### src/rtl/red_pitaya_fads_sort_ctrl.sv
// FADS sorting sequencer: segments ADC channel A into droplets, qualifies them and fires a timed ASG trigger.
// Optional statistics counters are built when FADS_SORT_STATS_EN is defined.
module red_pitaya_fads_sort_ctrl #(
  parameter int RSZ = 14,
  parameter int WW  = 16,
  parameter int DW  = 24,
  parameter int PW  = 16
) (
  input  logic          adc_clk_i,
  input  logic          adc_rstn_i,
  input  logic [13:0]   adc_a_i,
  input  logic          enable_i,
  input  logic [13:0]   low_thr_i,
  input  logic [13:0]   high_thr_i,
  input  logic [WW-1:0] min_width_i,
  input  logic [WW-1:0] max_width_i,
  input  logic [DW-1:0] sort_delay_i,
  input  logic [PW-1:0] pulse_len_i,
  input  logic          stats_clr_i,
  output logic          asg_trig_o,
  output logic          busy_o,
  output logic          drop_o,
  output logic [31:0]   drop_cnt_o,
  output logic [31:0]   sort_cnt_o
);

  localparam int unused_rsz = RSZ;

  typedef enum logic [2:0] {IDLE, DROP, DELAY, FIRE, REARM} state_t;

  state_t             state;
  logic signed [13:0] s;
  logic signed [13:0] peak;
  logic signed [13:0] low_thr;
  logic signed [13:0] high_thr;
  logic [WW-1:0]      width;
  logic [DW-1:0]      dcnt;
  logic [PW-1:0]      pcnt;
  logic [PW-1:0]      plen_eff;
  logic               above;
  logic               accept;

  assign low_thr  = $signed(low_thr_i);
  assign high_thr = $signed(high_thr_i);
  assign above    = s > low_thr;
  assign accept   = (peak >= high_thr) && (width >= min_width_i) && (width <= max_width_i);
  assign plen_eff = (pulse_len_i == '0) ? PW'(1) : pulse_len_i;

  // Delay and pulse length are captured at the accept decision so the pending sort is immune to later writes.
  always_ff @(posedge adc_clk_i or negedge adc_rstn_i) begin
    if (!adc_rstn_i) begin
      state      <= IDLE;
      s          <= '0;
      peak       <= '0;
      width      <= '0;
      dcnt       <= '0;
      pcnt       <= '0;
      asg_trig_o <= 1'b0;
      busy_o     <= 1'b0;
      drop_o     <= 1'b0;
    end else begin
      s      <= $signed(adc_a_i);
      drop_o <= 1'b0;
      if (!enable_i) begin
        state      <= IDLE;
        asg_trig_o <= 1'b0;
        busy_o     <= 1'b0;
      end else begin
        case (state)
          IDLE: begin
            if (above) begin
              state <= DROP;
              width <= WW'(1);
              peak  <= s;
            end
          end
          DROP: begin
            if (above) begin
              if (width != '1) width <= width + WW'(1);
              if (s > peak) peak <= s;
            end else begin
              drop_o <= 1'b1;
              if (accept) begin
                dcnt   <= sort_delay_i;
                pcnt   <= plen_eff;
                busy_o <= 1'b1;
                if (sort_delay_i == '0) begin
                  state      <= FIRE;
                  asg_trig_o <= 1'b1;
                end else begin
                  state <= DELAY;
                end
              end else begin
                state <= IDLE;
              end
            end
          end
          DELAY: begin
            if (dcnt == DW'(1)) begin
              state      <= FIRE;
              asg_trig_o <= 1'b1;
            end else begin
              dcnt <= dcnt - DW'(1);
            end
          end
          FIRE: begin
            if (pcnt == PW'(1)) begin
              state      <= REARM;
              asg_trig_o <= 1'b0;
            end else begin
              pcnt <= pcnt - PW'(1);
            end
          end
          REARM: begin
            if (!above) begin
              state  <= IDLE;
              busy_o <= 1'b0;
            end
          end
          default: begin
            state      <= IDLE;
            asg_trig_o <= 1'b0;
            busy_o     <= 1'b0;
          end
        endcase
      end
    end
  end

`ifdef FADS_SORT_STATS_EN
  logic        drop_evt;
  logic        fire_evt;
  logic [31:0] drop_cnt;
  logic [31:0] sort_cnt;

  assign drop_evt = enable_i && (state == DROP) && !above;
  assign fire_evt = enable_i && (((state == DROP) && !above && accept && (sort_delay_i == '0)) ||
                                 ((state == DELAY) && (dcnt == DW'(1))));

  always_ff @(posedge adc_clk_i or negedge adc_rstn_i) begin
    if (!adc_rstn_i) begin
      drop_cnt <= '0;
      sort_cnt <= '0;
    end else if (stats_clr_i) begin
      drop_cnt <= '0;
      sort_cnt <= '0;
    end else begin
      if (drop_evt) drop_cnt <= drop_cnt + 32'd1;
      if (fire_evt) sort_cnt <= sort_cnt + 32'd1;
    end
  end

  assign drop_cnt_o = drop_cnt;
  assign sort_cnt_o = sort_cnt;
`else
  logic unused_stats_clr;
  assign unused_stats_clr = stats_clr_i;
  assign drop_cnt_o = '0;
  assign sort_cnt_o = '0;
`endif

endmodule

### config.mk
export PLATFORM = sky130hd
export DESIGN_NAME = red_pitaya_fads_sort_ctrl
export DESIGN_NICKNAME = d
export VERILOG_FILES = /design/src/rtl/red_pitaya_fads_sort_ctrl.sv
export SDC_FILE = /design/constraint.sdc
export NUM_CORES = 1
export LEC_CHECK = 0
export ABC_AREA = 1
export BUFFER_PORTS_ARGS = -buffer_cell sky130_fd_sc_hd__clkbuf_2
export CORE_ASPECT_RATIO = 0.9
export CORE_UTILIZATION = 50
export DETAILED_ROUTE_END_ITERATION = 10
export PLACE_DENSITY_LB_ADDON = 0.25
export SYNTH_ARGS = -nofsm -noshare
export SYNTH_HDL_FRONTEND = slang
export SYNTH_SLANG_ARGS = --single-unit
### constraint.sdc
create_clock -name adc_clk_i -period 4.2 [get_ports adc_clk_i]
set_input_delay 0 -clock adc_clk_i [delete_from_list [all_inputs] [get_ports adc_clk_i]]
set_output_delay 0 -clock adc_clk_i [all_outputs]
set_load 0.05 [all_outputs]
## Word level (Yosys, flattened, before mapping)

Index checks and enable logic that the tools add are counted.

| word-level totals | value |
|---|---|
| flip-flop bits (word level) | 90 |
| input bits | 118 |
| logic and storage cells | 99 |

| cells by class | value |
|---|---|
| add/subtract/negate cells | 3 |
| $lt $le $gt $ge | 5 |
| equality and inequality tests | 24 |
| mux-type cells | 41 |
| reduce and logical (&&, ||, !) cells | 17 |

Operators with widths:

| cell | count |
|---|---|
| $mux 16 | 7 |
| $mux 24 | 3 |
| $pmux 16 s2 | 2 |
| $pmux 24 s2 | 1 |
| $mux 14 | 3 |
| $gt 14x14->1 | 2 |
| $pmux 14 s2 | 1 |
| $reduce_and 5->1 | 5 |
| $eq 24x1->1 const B | 1 |
| $logic_not 24->1 | 1 |
| $sub 24x1->24 const B | 1 |
| $mux 3 | 7 |
| $ne 3x3->1 const B | 7 |
| $ne 2x2->1 const B | 10 |
| $add 16x1->16 const B | 1 |
| $eq 16x1->1 const B | 1 |
| $ge 16x16->1 | 1 |
| $le 16x16->1 | 1 |
| $logic_not 16->1 | 1 |
| $ne 16x16->1 const B | 1 |
| $sub 16x1->16 const B | 1 |
| $pmux 3 s5 | 1 |
| $ge 14x14->1 | 1 |
| $mux 1 | 14 |
| other kinds (12) | 16 |

## Logic depth before layout (Yosys ltp)

Gate-level depths: netlist of the first run.

| logic depth | value |
|---|---|
| depth in word-level cells | 7 |
| mapped depth | 18 |

## Worst setup path before layout of the first run

OpenSTA, ideal clock, no wires.

| timing | value |
|---|---|
| path type | flip-flop to flip-flop |
| start | reg s[13] |
| end | reg dcnt[20] |
| arrival time | 1,995 ps |
| slack | 2,075 ps |
| cell stages (with the launch flop) | 17 |
| clock period less this slack | 2,125 ps |
| cell sequence | dfrtp_1 > ha_1 > nand2_2 > nor2_2 > inv_2 > nor2_2 > nand2_1 > nand2_1 > nand2_2 > nand3_4 > inv_2 > nand2_1 > nand3_2 > buf_4 > buf_6 > nand2_1 > o21ai_1 |

| on the way | value |
|---|---|
| cells in the longest elaborated chain, start to end | 3 |

Ends and longest elaborated chain:

| element | RTL line | text |
|---|---|---|
| start: declaration | 32 | `logic signed [13:0] s;` |
| start signal: assignment | 62 | `s <= $signed(adc_a_i);` |
| $gt 14x14->1 | 45 | `assign above = s > low_thr;` |
| $ne 2x2->1 (no line) | - |  |
| $reduce_and 5->1 (no line) | - |  |
| end signal: assignment | 84 | `dcnt <= sort_delay_i;` |
| end signal: assignment | 103 | `dcnt <= dcnt - DW'(1);` |
| end: declaration | 37 | `logic [DW-1:0] dcnt;` |

No other way between the ends.
A chain may end at the register's enable or synchronous reset.

## Worst setup path in the final report of the first run

| timing | value |
|---|---|
| start | reg width[13] |
| end | reg dcnt[3] |

| on the way | value |
|---|---|
| cells in the longest elaborated chain, start to end | 5 |
| elaborated cells on any way between the ends | 6 |
| those cells by class | order compare (2); eq/ne (1); reduce/logical (3) |

Ends and longest elaborated chain:

| element | RTL line | text |
|---|---|---|
| start: declaration | 36 | `logic [WW-1:0] width;` |
| start signal: assignment | 79 | `if (width != '1) width <= width + WW'(1);` |
| $ge 16x16->1 | 46 | `assign accept = (peak >= high_thr) && (width >= min_width_i) && (width <= max_width_i);` |
| $logic_and 1x1->1 | 46 |  |
| $logic_and 1x1->1 * | 46 |  |
| $ne 2x2->1 (no line) * | - |  |
| $reduce_and 5->1 (no line) * | - |  |

Mark *: on every way between the ends. The rest lies on a longest branch, timed or not.

==> flow_summary.ini, run 1 <==
[outcome]
status = finished with violations
violations = negative hold slack

[power]
leakagePower_uw = 0.004998
clock_power_share_pct = 19.4
ir_drop_uv = 239.2
internal_power_uw = 2160
p_per_area_mw_per_mm2 = 434.2
power_switching_uw = 1690
power.switching_fraction_pct = 43.90
seqPwrFrac_pct = 36.8
combPwrFrac_pct = 43.8

[timing]
fin_crit_sh_pct = 71.70
whs_ns = -0.001293
setup_viol = 0
worst_slew_pin_slew_ns = 0.8199
max_freq_mhz = 332.1
hold_viol_final = 1
finClkSkew_ns = 0.008826
period_minus_slack_ns = 3.011
rsz0062_at_grt = no
fin_setup_tns_ns = 0
maxSlewViolCount = 0
slew_headroom_pct = 45.28

[place]
io_buffer_count = 119
hpwl_um = 12630
place_area_mm2 = 0.008177
place_congestion = 0.8332

[route]
via_per_inst = 4.757
drt-pass1-iter-count = 5
routed-wl-met2_um = 7806
drt_iter0_drc = 333
drc = 0
dr_wl_met3_um = 601
ant_nets = 0
highest_layer = met4
wire_per_inst_um = 11.54
drt-met1-wl_um = 8176
finalWirelength_um = 16690
vias = 6884

[synthesis]
yosys_warnings = 0
yosys.area_share.simple_pct = 27.69
ys_seq_area_share_pct = 29.44
syn_inst = 1091
synth-xor-area-share_pct = 3.549
synth.top_cell.area_share_pct = 29.44
synthMuxAreaShare_pct = 1.963
ys_seq_elements = 90
async_reset_ff_share_pct = 100.0
synth_area_per_cell_um2 = 7.012
synth_edf_count = 0
synth_largest_area_cell = dfrtp_1
synth-compound-area-share_pct = 8.669
syn_area_mm2 = 0.007650
synth_top_flop_cell = dfrtp_1
synth_area_leaders = dfrtp_1 29%, nand2_1 14%, ha_1 13%
synth_cell_types = 36
synth_fa_ha_area_share_pct = 12.92
synth_top_family_by_area = simple AND/OR/NAND/NOR gates

[layout]
fillers = 1423
final_nets = 1443
stdcell_area_mm2 = 0.008867
most-common-layout-cells = 285 x nand2_1, 158 x inv_1, 118 x clkbuf_2
mostFrequentLayoutCell = nand2_1
diodes = 0
layout-drive-gt1-share_pct = 12.41
area_growth_pct = 15.91

[clock_tree]
numCtsBuffers = 9
clock_sinks = 90
cts_tree = done
path_clk_slew_ns = 0.07
cts_max_level = 3
clock_path_buffers = 2
insertion_delay_ns = 0.35
ctsResizeCount = 0
cts_root_buf = clkbuf_16

[grt]
gr-total-overflow = 0
track_usage_pct = 22.24
grt_start_max_net_pins = 60
grt_pass1_vias = 6184
antenna_found_initial = 0
grt_first_pass_wirelength_um = 28490

[critical_path]
r2r_cells = 9
critPathLaunchType = register
crit_fanout = 48
cp-end-kind = register
crit_type = register to register
critPathRequiredTime_ns = 4.44
cp.arrival_ns = 3.26

[floorplan]
die_area_mm2 = 0.01580
fp-row-count = 42
pin_count = 185
fp.coreArea_mm2 = 0.01482
die_h_um = 119.3
start_util_pct = 51.62
die_w_um = 132.4

[flow_run]
cap_violations = 0

[hold_path]
worstHoldPathType = input port to register
min_path_cells = 3
## power groups by stage
stage	registers (uW)	clock network, uW	logic [uW]
floorplan	1370	0	1380
global placement	1420	0	1620
detailed placement	1420	0	1660
CTS	1410	770	1700
global route	1460	805	1970
finish	1420	748	1680
## worst max-delay path: stages (launching register included)
cell and delay [ns]:
dfrtp_1 0.48, ha_1 0.36, nand2_1 0.08, nor3_1 0.30
nand3_1 0.11, nand3_1 0.12, nand3_1 0.22, nand2_1 0.18
nand3_2 0.64, o21ai_0 0.39
## stage by stage
| stage | utilization (%) | setup WS [ns] | instances | hold slack (ns) | total power (uW) |
|---|---|---|---|---|---|
| floorplan | - | 2.075 | 1154 | -0.2956 | 2752 |
| global placement | 55.18 | 1.226 | 1390 | 0.1095 | 3048 |
| detailed placement | 55.18 | 1.149 | 1390 | 0.1097 | 3087 |
| CTS | 59.84 | 1.135 | 1447 | 0.001167 | 3887 |
| global route | 59.84 | 0.8036 | 1447 | 0.01654 | 4240 |
| finish | 59.84 | 1.189 | 1447 | -0.001293 | 3850 |
## metal layers
layer  global-route usage, %  vias to the layer above
met3                   3.831                        6
met5                       0                        -
met4                   4.813                        0
met1                   30.01                     3069
met2                   37.24                      137
li1                        -                     3672
## Yosys cell counts, types with 13 or more instances
cell type  instances
nor3_1            13
nand3_1           56
ha_1              79
nand2_1          285
xor2_1            19
o21ai_1           27
buf_4             67
nor2_1           105
o21ai_0           54
inv_1            158
mux2i_1           15
dfrtp_1           90
a21oi_1           28
nor4_1            14
nand4_1           15
## final cells by class
type / count / area, um^2 / share of cell area, %
multi-input combinational: 817 / 4437 / 50.04
clock inverter: 3 / 17.52 / 0.1975
inverter: 161 / 604.3 / 6.815
timing repair buffer: 167 / 1066 / 12.02
sequential: 90 / 2252 / 25.40
clock buffer: 11 / 242.7 / 2.737
tap: 198 / 247.7 / 2.794
## registers in the layout, summed over array words and instances, names as in the netlist
signal      flops
asg_trig_o      1
peak           14
pcnt           16
s              14
busy_o          1
width          16
drop_o          1
dcnt           24
state           3
## path summary, 6_finish.rpt
path / endpoint / slack [ns] / start
setup / recovery: dcnt[3] / 1.19 / width[13]
hold / removal: dcnt[10] / -0.001 / sort_delay_i[10]
setup reg to reg: dcnt[3] / 1.19 / width[13]
hold reg to reg: asg_trig_o / 0.47 / asg_trig_o
max in group asynchronous: pcnt[11] / 2.96 / adc_rstn_i
min in group asynchronous: s[6] / 0.28 / adc_rstn_i
## cell families (layout without fill, tap and decap cells)
| family | count (synthesis) | count (layout) |
|---|---|---|
| simple gates | 503 | 503 |
| buf+inv | 247 | 342 |
| compound gates | 125 | 125 |
| flops | 90 | 90 |
| fa+ha+maj | 79 | 79 |
| xor+xnor | 31 | 31 |
| mux | 15 | 15 |
| other cells | 1 | 64 |
## what timing repair did
item,in CTS,in global routing
hold endpoints to repair,100,0
hold buffers,43,0
setup buffers,0,0
(Power assumes the default switching activity.)
==> run 2, diff against run 1 <==
==> constraint.sdc (replaced) <==
create_clock -name adc_clk_i -period 2.7 [get_ports adc_clk_i]
set_input_delay 0 -clock adc_clk_i [delete_from_list [all_inputs] [get_ports adc_clk_i]]
set_output_delay 0 -clock adc_clk_i [all_outputs]
set_load 0.05 [all_outputs]
==> run 2 against run 1 <==
- the run now ends clean
- utilization increased by 0.71 points
- cell count rose by 0.28%
- largest power group unchanged
- design area increased by 1.2%
- hold slack gained 0.014 ns
- setup slack got worse by 0.96 ns
- clock-buffer cell count decreased by 1
==> flow_summary.ini, run 2 (synthesis gave the netlist of run 1 again) <==
[power]
clock_power_share_pct = 21.3
seqPwrFrac_pct = 35.6
leakagePower_uw = 0.005042
ir_drop_uv = 420.3
power.switching_fraction_pct = 42.81
internal_power_uw = 3545
p_per_area_mw_per_mm2 = 690.8
power_switching_uw = 2654
combPwrFrac_pct = 43.1

[floorplan]
start_util_pct = 51.62
fp-row-count = 42
die_h_um = 119.3
die_area_mm2 = 0.01580
pin_count = 185
fp.coreArea_mm2 = 0.01482
die_w_um = 132.4

[clock_tree]
cts_max_level = 3
insertion_delay_ns = 0.35
path_clk_slew_ns = 0.06
clock_sinks = 90
cts_setup_buffers = 0
clock_path_buffers = 2
cts_root_buf = clkbuf_16
cts_tree = done
numCtsBuffers = 9

[timing]
hold_viol_final = 0
whs_ns = 0.01272
worst_slew_pin_slew_ns = 0.7555
rsz0062_at_grt = no
maxSlewViolCount = 0
slew_headroom_pct = 49.63
period_minus_slack_ns = 2.474
setup_viol = 0
finClkSkew_ns = 0.009185
max_freq_mhz = 404.2
fin_setup_tns_ns = 0
fin_crit_sh_pct = 91.62

[layout]
layout-drive-gt1-share_pct = 12.77
most-common-layout-cells = 285 x nand2_1, 158 x inv_1, 118 x clkbuf_2
top_register = dcnt
reg_top3 = dcnt (24), pcnt (16), width (16)
mostFrequentLayoutCell = nand2_1
diodes = 0
area_growth_pct = 17.29
final_nets = 1448
largest_reg_flops = 24
stdcell_area_mm2 = 0.008972
stdcell_count = 1451

[critical_path]
critPathLaunchType = register
cp-end-kind = register
path_buf_inv = 1
crit_type = register to register
crit_family = simple AND/OR/NAND/NOR gates
cp_slowest_cell = dfrtp_1
crit_path_cell_trace = ha_1, a21oi_1, nand2_1, a21oi_1, nand2_1, nand2_2, nand3_4, nor3_4, nand2_4, buf_4, nand2_1, nand2_1
cp.arrival_ns = 2.71
r2r_setup_slack_ns = 0.23
critPathRequiredTime_ns = 2.93
cpMostUsedCell = nand2_1
crit_fanout = 13
cpPeakStageDelay_ns = 0.42

[grt]
grt_pass1_vias = 6400
gr-total-overflow = 0
antenna_found_initial = 0
track_usage_pct = 22.74
grt_start_max_net_pins = 59
grt_first_pass_wirelength_um = 29060

[outcome]
status = finished clean

[place]
io_buffer_count = 119
place_area_mm2 = 0.008227
place_congestion = 0.8622
dp.cells = 1395
hpwl_um = 12890

[route]
wire_per_inst_um = 11.76
drt_iter0_drc = 408
vias = 6954
finalWirelength_um = 17060
via_per_inst = 4.793
drc = 0
drt-pass1-iter-count = 5
ant_nets = 0

[flow_run]
cap_violations = 0

[hold_path]
worstHoldPathType = input port to register
run 2: changes by cell type in the layout (fill, tap and decap cells not counted), sizes merged:
| cell | change |
|---|---|
| buf | +4 |
| bufinv | +2 |
| clkinv | -2 |
run 2: cell type report:
cell class	instances	area, um^2
Tap cell	198	247.7
Sequential cell	90	2252
Fill cell	1442	5847
Clock inverter	3	67.56
Inverter	161	606.8
Multi-Input combinational cell	817	4447
Clock buffer	10	229.0
Timing Repair Buffer	172	1122
run 2: per-stage QoR:
| step | setup slack [ns] | power [uW] | util, % |
|---|---|---|---|
| 6_report | 0.2262 | 6198 | 60.55 |
| 5_1_grt | 0.04908 | 6816 | 60.55 |
| 4_1_cts | 0.1711 | 6242 | 60.42 |
| 3_5_place_dp | 0.1780 | 4841 | 55.51 |
| 3_3_place_gp | 0.2547 | 4765 | 55.51 |
| 2_1_floorplan | 0.5746 | 4281 | - |
run 2: what timing repair did:
item | 4_1_cts | 5_1_grt
endpoints found under the setup margin | 0 | 28
resized for setup | 0 | 5
hold endpoints to repair | 99 | 0
hold buffers | 43 | 0
run 2: power groups by stage:
stage / clock network, uW / logic, uW / registers, uW
finish: 1320 / 2670 / 2210
global route: 1400 / 3120 / 2290
CTS: 1350 / 2690 / 2200
detailed placement: 0 / 2630 / 2220
global placement: 0 / 2550 / 2220
floorplan: 0 / 2150 / 2130
run 2: worst reg2reg max path: cells and delay by family (launching register included):
kind,cells,cell delay [ns]
compound gates,2,0.40
buf+inv,1,0.21
fa+ha+maj,1,0.36
flops,1,0.42
simple gates,8,0.97
run 2: path summary, 6_finish.rpt:
kind,start,end,cells past startpoint
setup / recovery,s[13],width[9],12
max in group asynchronous,adc_rstn_i,dcnt[22],3
hold / removal,pulse_len_i[10],pcnt[10],3
min in group asynchronous,adc_rstn_i,peak[11],2
hold reg to reg,asg_trig_o,asg_trig_o,2
setup reg to reg,s[13],width[9],12
run 2: per-layer routing:
metal  track usage [%]  wire length (um)
met5                 0                 0
met1             30.45              8378
met3             4.215               580
met4             6.106               225
met2             37.57              7878
==> run 3, diff against run 2 <==
--- a/config.mk
+++ b/config.mk
@@ -11,6 +11,7 @@
 export CORE_UTILIZATION = 50
 export DETAILED_ROUTE_END_ITERATION = 10
 export PLACE_DENSITY_LB_ADDON = 0.25
+export REMOVE_ABC_BUFFERS = 1
 export SYNTH_ARGS = -nofsm -noshare
 export SYNTH_HDL_FRONTEND = slang
 export SYNTH_SLANG_ARGS = --single-unit
==> run 3 against run 2 <==
- clock skew down 0.0020 ns
- global-route usage down 0.50 points
- design area up 0.17%
- critical path type unchanged
- total power down 2.5%
==> flow_summary.ini, run 3 (synthesis gave the netlist of run 1 again) <==
[layout]
multi_input_area_mm2 = 0.004442
mostFrequentLayoutCell = nand2_1
top_register = dcnt
fillers = 1419
reg_top3 = dcnt (24), pcnt (16), width (16)
most-common-layout-cells = 285 x nand2_1, 158 x inv_1, 118 x clkbuf_2
layout-drive-gt1-share_pct = 13.07
ff_latch_area_mm2 = 0.002252
final_core_util_pct = 60.65
largest_reg_flops = 24
final_nets = 1454
diodes = 0
area_growth_pct = 17.48

[route]
wire_per_inst_um = 11.53
finalWirelength_um = 16840
ant_nets = 0
drt_iter0_drc = 340
vias = 6957
drt-pass1-iter-count = 5
via_per_inst = 4.765
drc = 0

[critical_path]
critPathLaunchType = register
crit_fanout = 12
crit_type = register to register
critPathRequiredTime_ns = 2.93
cp.arrival_ns = 2.65
cp-end-kind = register

[place]
hpwl_um = 12950
io_buffer_count = 119
place_congestion = 0.8597
preCtsSetupSlack_ns = 0.1750

[clock_tree]
cts_tree = done
path_clk_slew_ns = 0.07
cts_root_buf = clkbuf_16
clock_sinks = 90
insertion_delay_ns = 0.36
clock_path_buffers = 2
cts_max_level = 3
numCtsBuffers = 9
cts_setup_buffers = 0

[timing]
rsz0062_at_grt = no
setup_viol = 0
maxSlewViolCount = 0
finClkSkew_ns = 0.007206
worst_slew_pin_slew_ns = 0.6028
slew_headroom_pct = 59.81
hold_viol_final = 0
period_minus_slack_ns = 2.416
fin_setup_tns_ns = 0
fin_crit_sh_pct = 89.49
max_freq_mhz = 413.9
setup_slack_ns = 0.2838

[grt]
grt_pass1_vias = 6239
grt_start_max_net_pins = 49
grt_first_pass_wirelength_um = 28400
gr-total-overflow = 0
antenna_found_initial = 0
track_usage_pct = 22.23

[power]
clock_power_share_pct = 19.6
internal_power_uw = 3376
seqPwrFrac_pct = 36.5
combPwrFrac_pct = 43.9
power.switching_fraction_pct = 44.17
power_switching_uw = 2671
p_per_area_mw_per_mm2 = 672.8
leakagePower_uw = 0.005047
ir_drop_uv = 526.5

[floorplan]
die_area_mm2 = 0.01580
pin_count = 185
die_h_um = 119.3
die_w_um = 132.4
fp-row-count = 42
fp.coreArea_mm2 = 0.01482
start_util_pct = 51.62

[hold_path]
worstHoldPathType = input port to register

[flow_run]
cap_violations = 0

[outcome]
status = finished clean
==> run 3: power groups by stage <==
| stage | Clock, uW | Sequential, uW | Combinational (uW) |
|---|---|---|---|
| 2_1_floorplan | 0 | 2130 | 2020 |
| 3_3_place_gp | 0 | 2220 | 2530 |
| 3_5_place_dp | 0 | 2230 | 2610 |
| 4_1_cts | 1220 | 2210 | 2670 |
| 5_1_grt | 1270 | 2280 | 3090 |
| 6_report | 1180 | 2210 | 2650 |
==> run 3: metrics by stage <==
stage	total power (uW)	hold slack, ns	instance area (um^2)	instances
2_1_floorplan	4145	-0.2956	7288	1068
3_3_place_gp	4745	0.03684	8257	1399
3_5_place_dp	4834	0.03819	8257	1399
4_1_cts	6100	0.0001689	8979	1460
5_1_grt	6638	0.01637	8987	1460
6_report	6046	0.001662	8987	1460
==> run 3: layer usage <==
metal	share of wire, %	wire (um)	track usage, %	vias to the layer above
met2	46	7705	36.71	159
li1	-	-	-	3702
met3	4.3	725	4.172	21
met5	0	0	0	-
met1	48	8161	29.85	3075
met4	1.4	242	5.747	0
==> run 3: layout make-up <==
class / instances / share of cell area (%)
Multi-Input combinational cell: 817 / 49.42
Sequential cell: 90 / 25.06
Timing Repair Buffer: 178 / 13.02
Inverter: 161 / 6.724
Tap cell: 198 / 2.757
Clock buffer: 11 / 2.589
Clock inverter: 5 / 0.4316
==> run 3: critical path, stage by stage (launching register included) <==
cell,delay [ns]
dfrtp_1,0.41
ha_1,0.38
nand2_2,0.07
nor2_2,0.16
inv_2,0.05
nor2_2,0.12
nand2_1,0.11
nand3_1,0.15
nand3_4,0.12
nor3_4,0.25
nand2_4,0.16
inv_2,0.21
o21ai_0,0.11
==> run 3: what timing repair did <==
item	CTS	global route
endpoints found under the hold margin	88	0
hold buffers	45	0
setup endpoints to repair	0	37
resized for setup	0	2
==> run 3: worst paths after layout <==
path                                 startpoint       end  slack, ns  depth (start not counted)
max in group asynchronous            adc_rstn_i   dcnt[3]       1.86                          3
worst max-delay path                      s[13]  width[2]       0.28                         12
worst min-delay path            pulse_len_i[12]  pcnt[12]      0.002                          3
min in group asynchronous            adc_rstn_i   pcnt[7]       0.18                          2
worst min register to register          dcnt[3]   dcnt[3]       0.49                          2
worst max register to register            s[13]  width[2]       0.28                         12
